### config.mk
export PLATFORM = sky130hd
export DESIGN_NAME = divider_unit_flat
export DESIGN_NICKNAME = d
export VERILOG_FILES = /design/src/rtl/divider_pkg.sv /design/src/rtl/divider_if.sv /design/src/rtl/div_datapath.sv /design/src/rtl/divider_unit.sv /design/src/flat_wrapper.sv
export SDC_FILE = /design/constraint.sdc
export NUM_CORES = 1
export LEC_CHECK = 0
export BUFFER_PORTS_ARGS = -buffer_cell sky130_fd_sc_hd__buf_2
export CAP_MARGIN = 30
export CORE_UTILIZATION = 45
export DETAILED_ROUTE_END_ITERATION = 10
export GPL_TIMING_DRIVEN = 0
export HOLD_SLACK_MARGIN = 0.15
export SYNTH_ARGS = -nofsm -noshare
export SYNTH_HDL_FRONTEND = slang
export SYNTH_SLANG_ARGS = --single-unit
### constraint.sdc
create_clock -name Clk -period 6.3 [get_ports Clk]
set_input_delay 0.945 -clock Clk [delete_from_list [all_inputs] [get_ports Clk]]
set_output_delay 0.945 -clock Clk [all_outputs]
set_load 0.03 [all_outputs]
### src/rtl/divider_pkg.sv
// Shared constants and FSM state type for the divider_unit slice.
// Included by divider_if, div_datapath and divider_unit.
package divider_pkg;
    localparam int DIV_WIDTH  = 8;
    localparam int ITER_COUNT = 8;
    localparam int CNT_WIDTH  = $clog2(ITER_COUNT);

    typedef enum logic [2:0] {
        IDLE,
        LOAD,
        ITER,
        FIX,
        DONE
    } state_t;
endpackage

### src/rtl/divider_if.sv
// Operand/result bundle between a caller (master) and divider_unit (slave).
interface divider_if;
    import divider_pkg::*;

    logic                 Run;
    logic [DIV_WIDTH-1:0] Dividend;
    logic [DIV_WIDTH-1:0] Divisor;
    logic [DIV_WIDTH-1:0] Quotient;
    logic [DIV_WIDTH-1:0] Remainder;
    logic                 Busy;
    logic                 Done;
    logic                 Div0;

    modport master (
        output Run, Dividend, Divisor,
        input  Quotient, Remainder, Busy, Done, Div0
    );

    modport slave (
        input  Run, Dividend, Divisor,
        output Quotient, Remainder, Busy, Done, Div0
    );
endinterface

### src/rtl/div_datapath.sv
// Restoring-division datapath: A/Q shift registers, divisor register and
// 9-bit trial subtractor; one quotient bit per step.
module div_datapath
    import divider_pkg::*;
(
    input  logic                 Clk,
    input  logic                 Reset,
    input  logic                 load,
    input  logic                 step,
    input  logic [DIV_WIDTH-1:0] dividend,
    input  logic [DIV_WIDTH-1:0] divisor,
    output logic [DIV_WIDTH-1:0] quotient,
    output logic [DIV_WIDTH-1:0] remainder
);
    // A stays below the divisor after every step, so only its low bits are
    // stored; the 9-bit A is formed by the shift.
    logic [DIV_WIDTH-1:0] acc;
    logic [DIV_WIDTH-1:0] q_reg;
    logic [DIV_WIDTH-1:0] m_reg;
    logic [DIV_WIDTH:0]   acc_shift;
    logic [DIV_WIDTH:0]   trial;

    always_comb begin
        acc_shift = {acc, q_reg[DIV_WIDTH-1]};
        trial     = acc_shift - {1'b0, m_reg};
    end

    always_ff @(posedge Clk or posedge Reset) begin
        if (Reset) begin
            acc   <= '0;
            q_reg <= '0;
            m_reg <= '0;
        end else if (load) begin
            acc   <= '0;
            q_reg <= dividend;
            m_reg <= divisor;
        end else if (step) begin
            if (trial[DIV_WIDTH]) begin
                acc   <= acc_shift[DIV_WIDTH-1:0];
                q_reg <= {q_reg[DIV_WIDTH-2:0], 1'b0};
            end else begin
                acc   <= trial[DIV_WIDTH-1:0];
                q_reg <= {q_reg[DIV_WIDTH-2:0], 1'b1};
            end
        end
    end

    assign quotient  = q_reg;
    assign remainder = acc;
endmodule

### src/rtl/divider_unit.sv
// Multi-cycle 8-bit divider: IDLE -> LOAD -> ITER x8 -> FIX -> DONE.
// Define SIGNED_DIV_EN for two's-complement operands (truncating division).
module divider_unit
    import divider_pkg::*;
(
    input  logic     Clk,
    input  logic     Reset,
    divider_if.slave bus
);
    localparam logic [CNT_WIDTH-1:0] LAST_ITER = CNT_WIDTH'(ITER_COUNT - 1);

    state_t               state, state_nxt;
    logic                 run_prev;
    logic                 start;
    logic [DIV_WIDTH-1:0] dvd_r, dvs_r;
    logic [CNT_WIDTH-1:0] cnt;
    logic [DIV_WIDTH-1:0] quo_r, rem_r;
    logic                 div0_r;
    logic                 dp_load, dp_step;
    logic [DIV_WIDTH-1:0] dp_quo, dp_rem;
    logic [DIV_WIDTH-1:0] ld_dvd, ld_dvs;
    logic [DIV_WIDTH-1:0] fix_quo, fix_rem;
    logic                 dvs_zero;

    assign start    = (state == IDLE) && bus.Run && !run_prev;
    assign dvs_zero = (dvs_r == '0);

`ifdef SIGNED_DIV_EN
    always_comb begin
        ld_dvd  = dvd_r[DIV_WIDTH-1] ? -dvd_r : dvd_r;
        ld_dvs  = dvs_r[DIV_WIDTH-1] ? -dvs_r : dvs_r;
        fix_quo = (dvd_r[DIV_WIDTH-1] ^ dvs_r[DIV_WIDTH-1]) ? -dp_quo : dp_quo;
        fix_rem = dvd_r[DIV_WIDTH-1] ? -dp_rem : dp_rem;
    end
`else
    always_comb begin
        ld_dvd  = dvd_r;
        ld_dvs  = dvs_r;
        fix_quo = dp_quo;
        fix_rem = dp_rem;
    end
`endif

    div_datapath u_datapath (
        .Clk       (Clk),
        .Reset     (Reset),
        .load      (dp_load),
        .step      (dp_step),
        .dividend  (ld_dvd),
        .divisor   (ld_dvs),
        .quotient  (dp_quo),
        .remainder (dp_rem)
    );

    always_ff @(posedge Clk or posedge Reset) begin
        if (Reset) state <= IDLE;
        else       state <= state_nxt;
    end

    always_comb begin
        state_nxt = state;
        dp_load   = 1'b0;
        dp_step   = 1'b0;
        case (state)
            IDLE: if (start) state_nxt = LOAD;
            LOAD: begin
                if (dvs_zero) begin
                    state_nxt = DONE;
                end else begin
                    dp_load   = 1'b1;
                    state_nxt = ITER;
                end
            end
            ITER: begin
                dp_step = 1'b1;
                if (cnt == LAST_ITER) state_nxt = FIX;
            end
            FIX:     state_nxt = DONE;
            DONE:    state_nxt = IDLE;
            default: state_nxt = IDLE;
        endcase
    end

    // run_prev resets high so a Run held through Reset is not seen as an edge.
    always_ff @(posedge Clk or posedge Reset) begin
        if (Reset) begin
            run_prev <= 1'b1;
            dvd_r    <= '0;
            dvs_r    <= '0;
            cnt      <= '0;
            quo_r    <= '0;
            rem_r    <= '0;
            div0_r   <= 1'b0;
        end else begin
            run_prev <= bus.Run;
            if (start) begin
                dvd_r  <= bus.Dividend;
                dvs_r  <= bus.Divisor;
                div0_r <= 1'b0;
            end
            if (state == LOAD)      cnt <= '0;
            else if (state == ITER) cnt <= cnt + 1'b1;
            if (state == LOAD && dvs_zero) begin
                quo_r  <= '1;
                rem_r  <= dvd_r;
                div0_r <= 1'b1;
            end
            if (state == FIX) begin
                quo_r <= fix_quo;
                rem_r <= fix_rem;
            end
        end
    end

    assign bus.Quotient  = quo_r;
    assign bus.Remainder = rem_r;
    assign bus.Div0      = div0_r;
    assign bus.Busy      = (state == LOAD) || (state == ITER) || (state == FIX);
    assign bus.Done      = (state == DONE);
endmodule

### src/flat_wrapper.sv
// flat-port wrapper written by rule: the top's interface ports become plain ports
module divider_unit_flat import divider_pkg::*;
  (Clk, Reset, bus_Run, bus_Dividend, bus_Divisor, bus_Quotient, bus_Remainder, bus_Busy, bus_Done, bus_Div0);
  divider_if bus_i ();
  input  logic Clk;
  input  logic Reset;
  input wire logic [$bits(bus_i.Run)-1:0] bus_Run;
  input wire logic [$bits(bus_i.Dividend)-1:0] bus_Dividend;
  input wire logic [$bits(bus_i.Divisor)-1:0] bus_Divisor;
  output wire logic [$bits(bus_i.Quotient)-1:0] bus_Quotient;
  output wire logic [$bits(bus_i.Remainder)-1:0] bus_Remainder;
  output wire logic [$bits(bus_i.Busy)-1:0] bus_Busy;
  output wire logic [$bits(bus_i.Done)-1:0] bus_Done;
  output wire logic [$bits(bus_i.Div0)-1:0] bus_Div0;
  assign bus_i.Run = bus_Run;
  assign bus_i.Dividend = bus_Dividend;
  assign bus_i.Divisor = bus_Divisor;
  assign bus_Quotient = bus_i.Quotient;
  assign bus_Remainder = bus_i.Remainder;
  assign bus_Busy = bus_i.Busy;
  assign bus_Done = bus_i.Done;
  assign bus_Div0 = bus_i.Div0;
  divider_unit u_core (.Clk(Clk), .Reset(Reset), .bus(bus_i));
endmodule
==> run metrics, run 1 <==
run status completed; cts hold-fix bufs 0; pin count of the biggest net entering global routing 38; Pwr Density 555 nW/um2; max-slew violations 0; hold_ws roughly 0.48 ns; Psw 0.000845 W; IO Pins 38; antenna diode count 0; hold path cells 2; Final min period 2.50 ns; maximum VDD drop 0.000298 V; cts bufs inserted 9; Crit Reg-Reg Startpoint u_core.u_datapath.quotient[7]; 1st-iter DRT viols 110; sequential share of power 37.5%; Pint between 0.001 and 0.0015 W; die area between 7000 and 8000 um2; max-cap violations 0; Post-CTS Setup Bufs 0; Avg Cell Area, Syn 10.1 um2; sequential area share after synthesis 52.2%; critical path class reg2reg; clock tree root driver cell clkbuf_8; CTS Sinks between 60 and 70; Highest Clock Rate 401 MHz; Area Growth Syn to Fin 15.1%; Worst Min Path Start u_core.bus.Div0; residual DRC count 0; clk buf depth 2; Gate power share 47.2%; via count about 2300; GRT Total Usage 20.9%; leakage power 1.74 nW; Crit. End Element flop; Clock Pin Slew Worst Setup and Hold Paths 0.07 ns; worst reg-to-reg path cell count 9; commonest non-fill, non-tap cells in the layout nand2_1 (73), dfrtp_1 (63), buf_2 (41); Via density 5.23; Cell variety after synth 43; final WL 6630 um; WP data required 6.56 ns; share of cells above drive strength 1 between 20% and 30%; arrival time worst endpoint 2.75 ns; setup TNS 0 ns; Initial Utilization a little under half; CP Launch Type flop; cell row count 29; min-delay worst type reg2reg; Yosys warnings 0; worst r2r dst u_core.u_datapath.remainder[1]; crit path max fanout 10; DR WL/cell ~15 um; Die Width 84.6 um; RSZ-0062 raised after global routing false; vias in the first global route 2181; drt pass-1 iters 6; Worst Hold Path EP u_core.bus.Div0; Mapped Area 3070 um2; Placement Cell Area roughly 3400 um2; fin crit share 39.6%; nets about 380; Mapped Nets 333; DRT antenna net count 0; design area between 3000 and 4000 um2; first-pass GRT wire length 11300 um; Power, Total 0.00196 W; final hold vios 0; clk_skew 0.0125 ns; Core Region 6460 um2; worst skew pair latency 0.35 ns; CTS resizes 0; CTS tree yes; most common cell after layout, fill and taps aside nand2_1; worst slew pin tran 0.830 ns; final setup fails 0; Slew headroom 44.6%; Yosys reg bits 64; switch share 43.1%; GRT Residual Overflow 0; initial antenna violation count 0; Die H 84.6 um; Worst R2R Setup Slack 3.80 ns; RePlAce Congestion 0.756; Syn Inst Count 303; Clock Power Share 15.4%; I/O Buffers 37; dpl hpwl between 4000 and 5000 um; htree depth 3
-- power by group through the flow --
stage	logic [W]	registers [W]	clock network (W)
4_1_cts	0.000933	0.000736	0.000309
3_3_place_gp	0.000910	0.000739	0
5_1_grt	0.00103	0.000762	0.000328
2_1_floorplan	0.000632	0.000799	0
3_5_place_dp	0.000928	0.000744	0
6_report	0.000925	0.000735	0.000302
-- cells by family after synthesis --
kind of cell | share of synthesized area (%)
DFF | 52.2
and+or+nand+nor | 16.6
adders and majority gates | 4.73
AOI/OAI and AO/OA | 11.9
muxes | 8.23
xor gates and xnor gates | 2.61
buffers and inverters | 3.83
-- how the worst max path moves through the flow --
stage                                       start                        endpoint  slack, ns  cells past startpoint
floorplan                                   Reset                 u_core.bus.Div0       3.76                      1
global placement                            Reset                   u_core.cnt[0]       2.87                      2
detailed placement  u_core.u_datapath.quotient[7]  u_core.u_datapath.remainder[1]       3.83                      9
CTS                 u_core.u_datapath.quotient[7]  u_core.u_datapath.remainder[1]       3.80                      9
global route        u_core.u_datapath.quotient[7]  u_core.u_datapath.remainder[1]       3.66                      9
finish              u_core.u_datapath.quotient[7]  u_core.u_datapath.remainder[1]       3.80                      9
-- Yosys cell counts, drive strengths merged --
cell type	number	area (um2)
dfstp	1	26.3
ha	10	125
nor3b	1	7.51
dfrtp	63	1580
nand2	73	274
mux2	18	203
nor2b	1	6.26
or4	2	22.5
a21o	2	15.0
o211ai	2	15.0
fa	1	20.0
o22ai	4	25.0
a21oi	7	38.8
a31oi	10	62.6
a31o	1	8.76
nor2	19	88.8
xnor2	2	17.5
a22oi	10	75.1
inv	14	52.6
clkbuf	7	26.3
nand2b	3	18.8
nand3	6	30.0
nor3	4	36.3
mux2i	5	50.1
nor4	1	6.26
o311ai	1	8.76
buf	6	38.8
and2	3	18.8
o21ai	19	98.8
xor2	5	62.6
o21a	1	7.51
o2bb2ai	1	8.76
-- layer usage --
metal  up-vias  share of wire [%]  track usage, %  routed length (um)
met3         6                3.5            4.72                 229
met1      1088                 51            30.7                3390
met2        40                 44            30.1                2920
met4         0                1.4            7.86                  90
li1       1132                  -               -                   -
met5         -                  0               0                   0
-- area by class of cell --
class / instances / area (um2)
buffer: 13 / 65.1
clock buffer: 10 / 128
clock inverter: 5 / 35.0
fill: 613 / 2920
inverter: 14 / 52.6
multi-input combinational: 212 / 1350
sequential: 64 / 1600
tap: 77 / 96.3
timing repair buffer: 38 / 205
-- metrics by stage --
| stage | utilization (%) | cells | setup slack (ns) |
|---|---|---|---|
| after floorplan | - | 303 | 3.76 |
| after global placement | 51.9 | 417 | 2.87 |
| after detailed placement | 52.2 | 418 | 3.83 |
| after CTS | 54.7 | 433 | 3.80 |
| after global routing | 54.7 | 433 | 3.66 |
| final | 54.7 | 433 | 3.80 |
-- critical path, cell delays in order (launching register included) --
cell and delay (ns):
dfrtp_1 0.32, inv_1 0.08, ha_1 0.22, fa_1 0.40
nand2b_1 0.18, a21oi_1 0.23, o21ai_2 0.14, xor2_4 0.35
mux2_1 0.36, o22ai_1 0.12
Note: power is estimated with default switching activity, not from simulation.
==> inputs of run 2 (changes only) <==
--- a/config.mk
+++ b/config.mk
@@ -11,6 +11,7 @@
 export DETAILED_ROUTE_END_ITERATION = 10
 export GPL_TIMING_DRIVEN = 0
 export HOLD_SLACK_MARGIN = 0.15
+export PLACE_DENSITY = 0.67
 export SYNTH_ARGS = -nofsm -noshare
 export SYNTH_HDL_FRONTEND = slang
 export SYNTH_SLANG_ARGS = --single-unit
==> constraint.sdc (replaced) <==
create_clock -name Clk -period 2.18 [get_ports Clk]
set_input_delay 0.327 -clock Clk [delete_from_list [all_inputs] [get_ports Clk]]
set_output_delay 0.327 -clock Clk [all_outputs]
set_load 0.03 [all_outputs]
==> run metrics, run 2 (synthesis results as in run 1) <==
final worst slack 0.0118 ns; share of cells above drive strength 1 27.7%; leakage power 1.81 nW; Core Region approximately 6500 um2; Placement Cell Area 3390 um2; CTS tree yes; Crit. End Element flop; residual DRC count 0; Crit Reg-Reg Startpoint u_core.u_datapath.m_reg[0]; Initial Utilization 47.6%; critical path class reg2reg; Via density 5.32; Worst R2R Setup Slack about 0.012 ns; Highest Clock Rate roughly 460 MHz; first-pass GRT wire length 11400 um; maximum VDD drop between 0.0008 and 0.0009 V; Worst Hold Path EP u_core.dvd_r[0]; die area 7160 um2; hold path cells 2; commonest non-fill, non-tap cells in the layout nand2_1 (73), dfrtp_1 (63), buf_2 (41); clk_skew 0.00497 ns; Area Growth Syn to Fin 20.7%; sequential share of power between 30% and 40%; pin count of the biggest net entering global routing 34; final hold vios 0; cell row count 29; Clock Pin Slew Worst Setup and Hold Paths 0.07 ns; WP buf/inv 0; drt pass-1 iters 6; crit path cell chain ha_4 -> fa_2 -> nand2b_4 -> a21oi_4 -> o21ai_4 -> xor2_4 -> mux2_4 -> o22ai_2; final WL 6750 um; fillcell total 568; max-cap violations 0; I/O Buffers 37; run status completed; cts bufs inserted 9; final core occ between 50% and 60%; Gate power share between 40% and 50%; Pwr Density 1680 nW/um2; crit path max fanout 5; DR WL/cell 15.4 um; worst slew pin tran 0.717 ns; worst reg-to-reg path cell count 8; Place WS -0.164 ns; Die H 84.6 um; switch share 41.5%; clk buf depth 2; worst skew pair latency roughly 0.34 ns; crit-path max cell delay between 0.4 and 0.5 ns; dpl hpwl 4750 um; htree depth 3; RSZ-0062 raised after global routing true; WP data required 2.44 ns; 1st-iter DRT viols 130; final setup fails 0; max-slew violations 0; initial antenna violation count 0; fin crit share 99.5%; nets between 300 and 400; CP top delay family adder cells; antenna diode count 0; via count 2330; design area 3710 um2; Clock Power Share 18.2%; Final min period 2.17 ns; worst r2r dst u_core.u_datapath.remainder[1]; RePlAce Congestion between 0.7 and 0.8; CTS Sinks 64; vias in the first global route 2301; most common cell after layout, fill and taps aside nand2_1; Die Width roughly 85 um; GRT Residual Overflow 0; min-delay worst type in2reg; GRT Total Usage 21.0%; clock tree root driver cell clkbuf_8; setup TNS 0 ns; DRT antenna net count 0; Worst Min Path Start bus_Dividend[0]; Psw 0.00259 W; Slew headroom between 50% and 60%; CP Launch Type flop; Pint between 0.003 and 0.004 W; arrival time worst endpoint 2.43 ns; IO Pins 38; Slowest-stage cell, CP dfrtp_1
## run 2: cell types whose count changed in the layout (fill, tap and decap cells not counted), moves of 2 or more
cell,delta
ha_1,-2
ha_4,+2
dlygate4sd3_1,+2
bufinv_16,+2
clkinv_4,-2
## run 2: worst max-delay path by stage
stage / startpoint / endpoint / slack (ns) / cells after the start
2_1_floorplan: u_core.u_datapath.m_reg[0] / u_core.u_datapath.remainder[1] / 0.02 / 8
3_3_place_gp: Reset / u_core.bus.Quotient[4] / -0.56 / 2
3_5_place_dp: u_core.u_datapath.quotient[7] / u_core.u_datapath.remainder[1] / -0.16 / 9
4_1_cts: u_core.u_datapath.quotient[7] / u_core.u_datapath.remainder[1] / 0.02 / 9
5_1_grt: u_core.u_datapath.quotient[7] / u_core.u_datapath.remainder[1] / -0.06 / 9
6_report: u_core.u_datapath.m_reg[0] / u_core.u_datapath.remainder[1] / 0.01 / 8
## run 2: metal layers
layer	track usage (%)	routed length, um	part of all wire, %
met2	31.3	3040	45
met4	8.78	130	1.9
met5	0	0	0
met3	5.41	346	5.1
met1	29.4	3230	48
## run 2: timing repair
action	4_1_cts	5_1_grt
gates cloned	1	0
hold endpoints to repair	32	0
pin swaps	3	1
resized for setup	7	2
hold buffers	2	0
buffers inserted	0	1
endpoints found under the setup margin	9	5
## run 2: cell type report
class | count | area, um2 | area share [%]
Sequential cell | 64 | 1600 | 43.2
Buffer | 13 | 65.1 | 1.75
Multi-Input combinational cell | 213 | 1440 | 38.8
Tap cell | 77 | 96.3 | 2.60
Clock inverter | 5 | 78.8 | 2.13
Inverter | 14 | 52.6 | 1.42
Timing Repair Buffer | 41 | 233 | 6.28
Clock buffer | 11 | 141 | 3.81
## run 2: power by group through the flow
stage	sequential [W]	combinational, W	clock, W
final	0.00213	0.00298	0.00114
after global routing	0.00220	0.00328	0.00122
after CTS	0.00213	0.00291	0.00116
after detailed placement	0.00213	0.00276	0
after global placement	0.00213	0.00268	0
after floorplan	0.00231	0.00190	0
## run 2: metrics by stage
stage / hold slack, ns / power, W / instances
finish: 0.212 / 0.00625 / 438
global route: 0.198 / 0.00670 / 438
CTS: 0.202 / 0.00620 / 437
detailed placement: 0.445 / 0.00490 / 418
global placement: 0.446 / 0.00481 / 417
floorplan: 0.331 / 0.00421 / 303
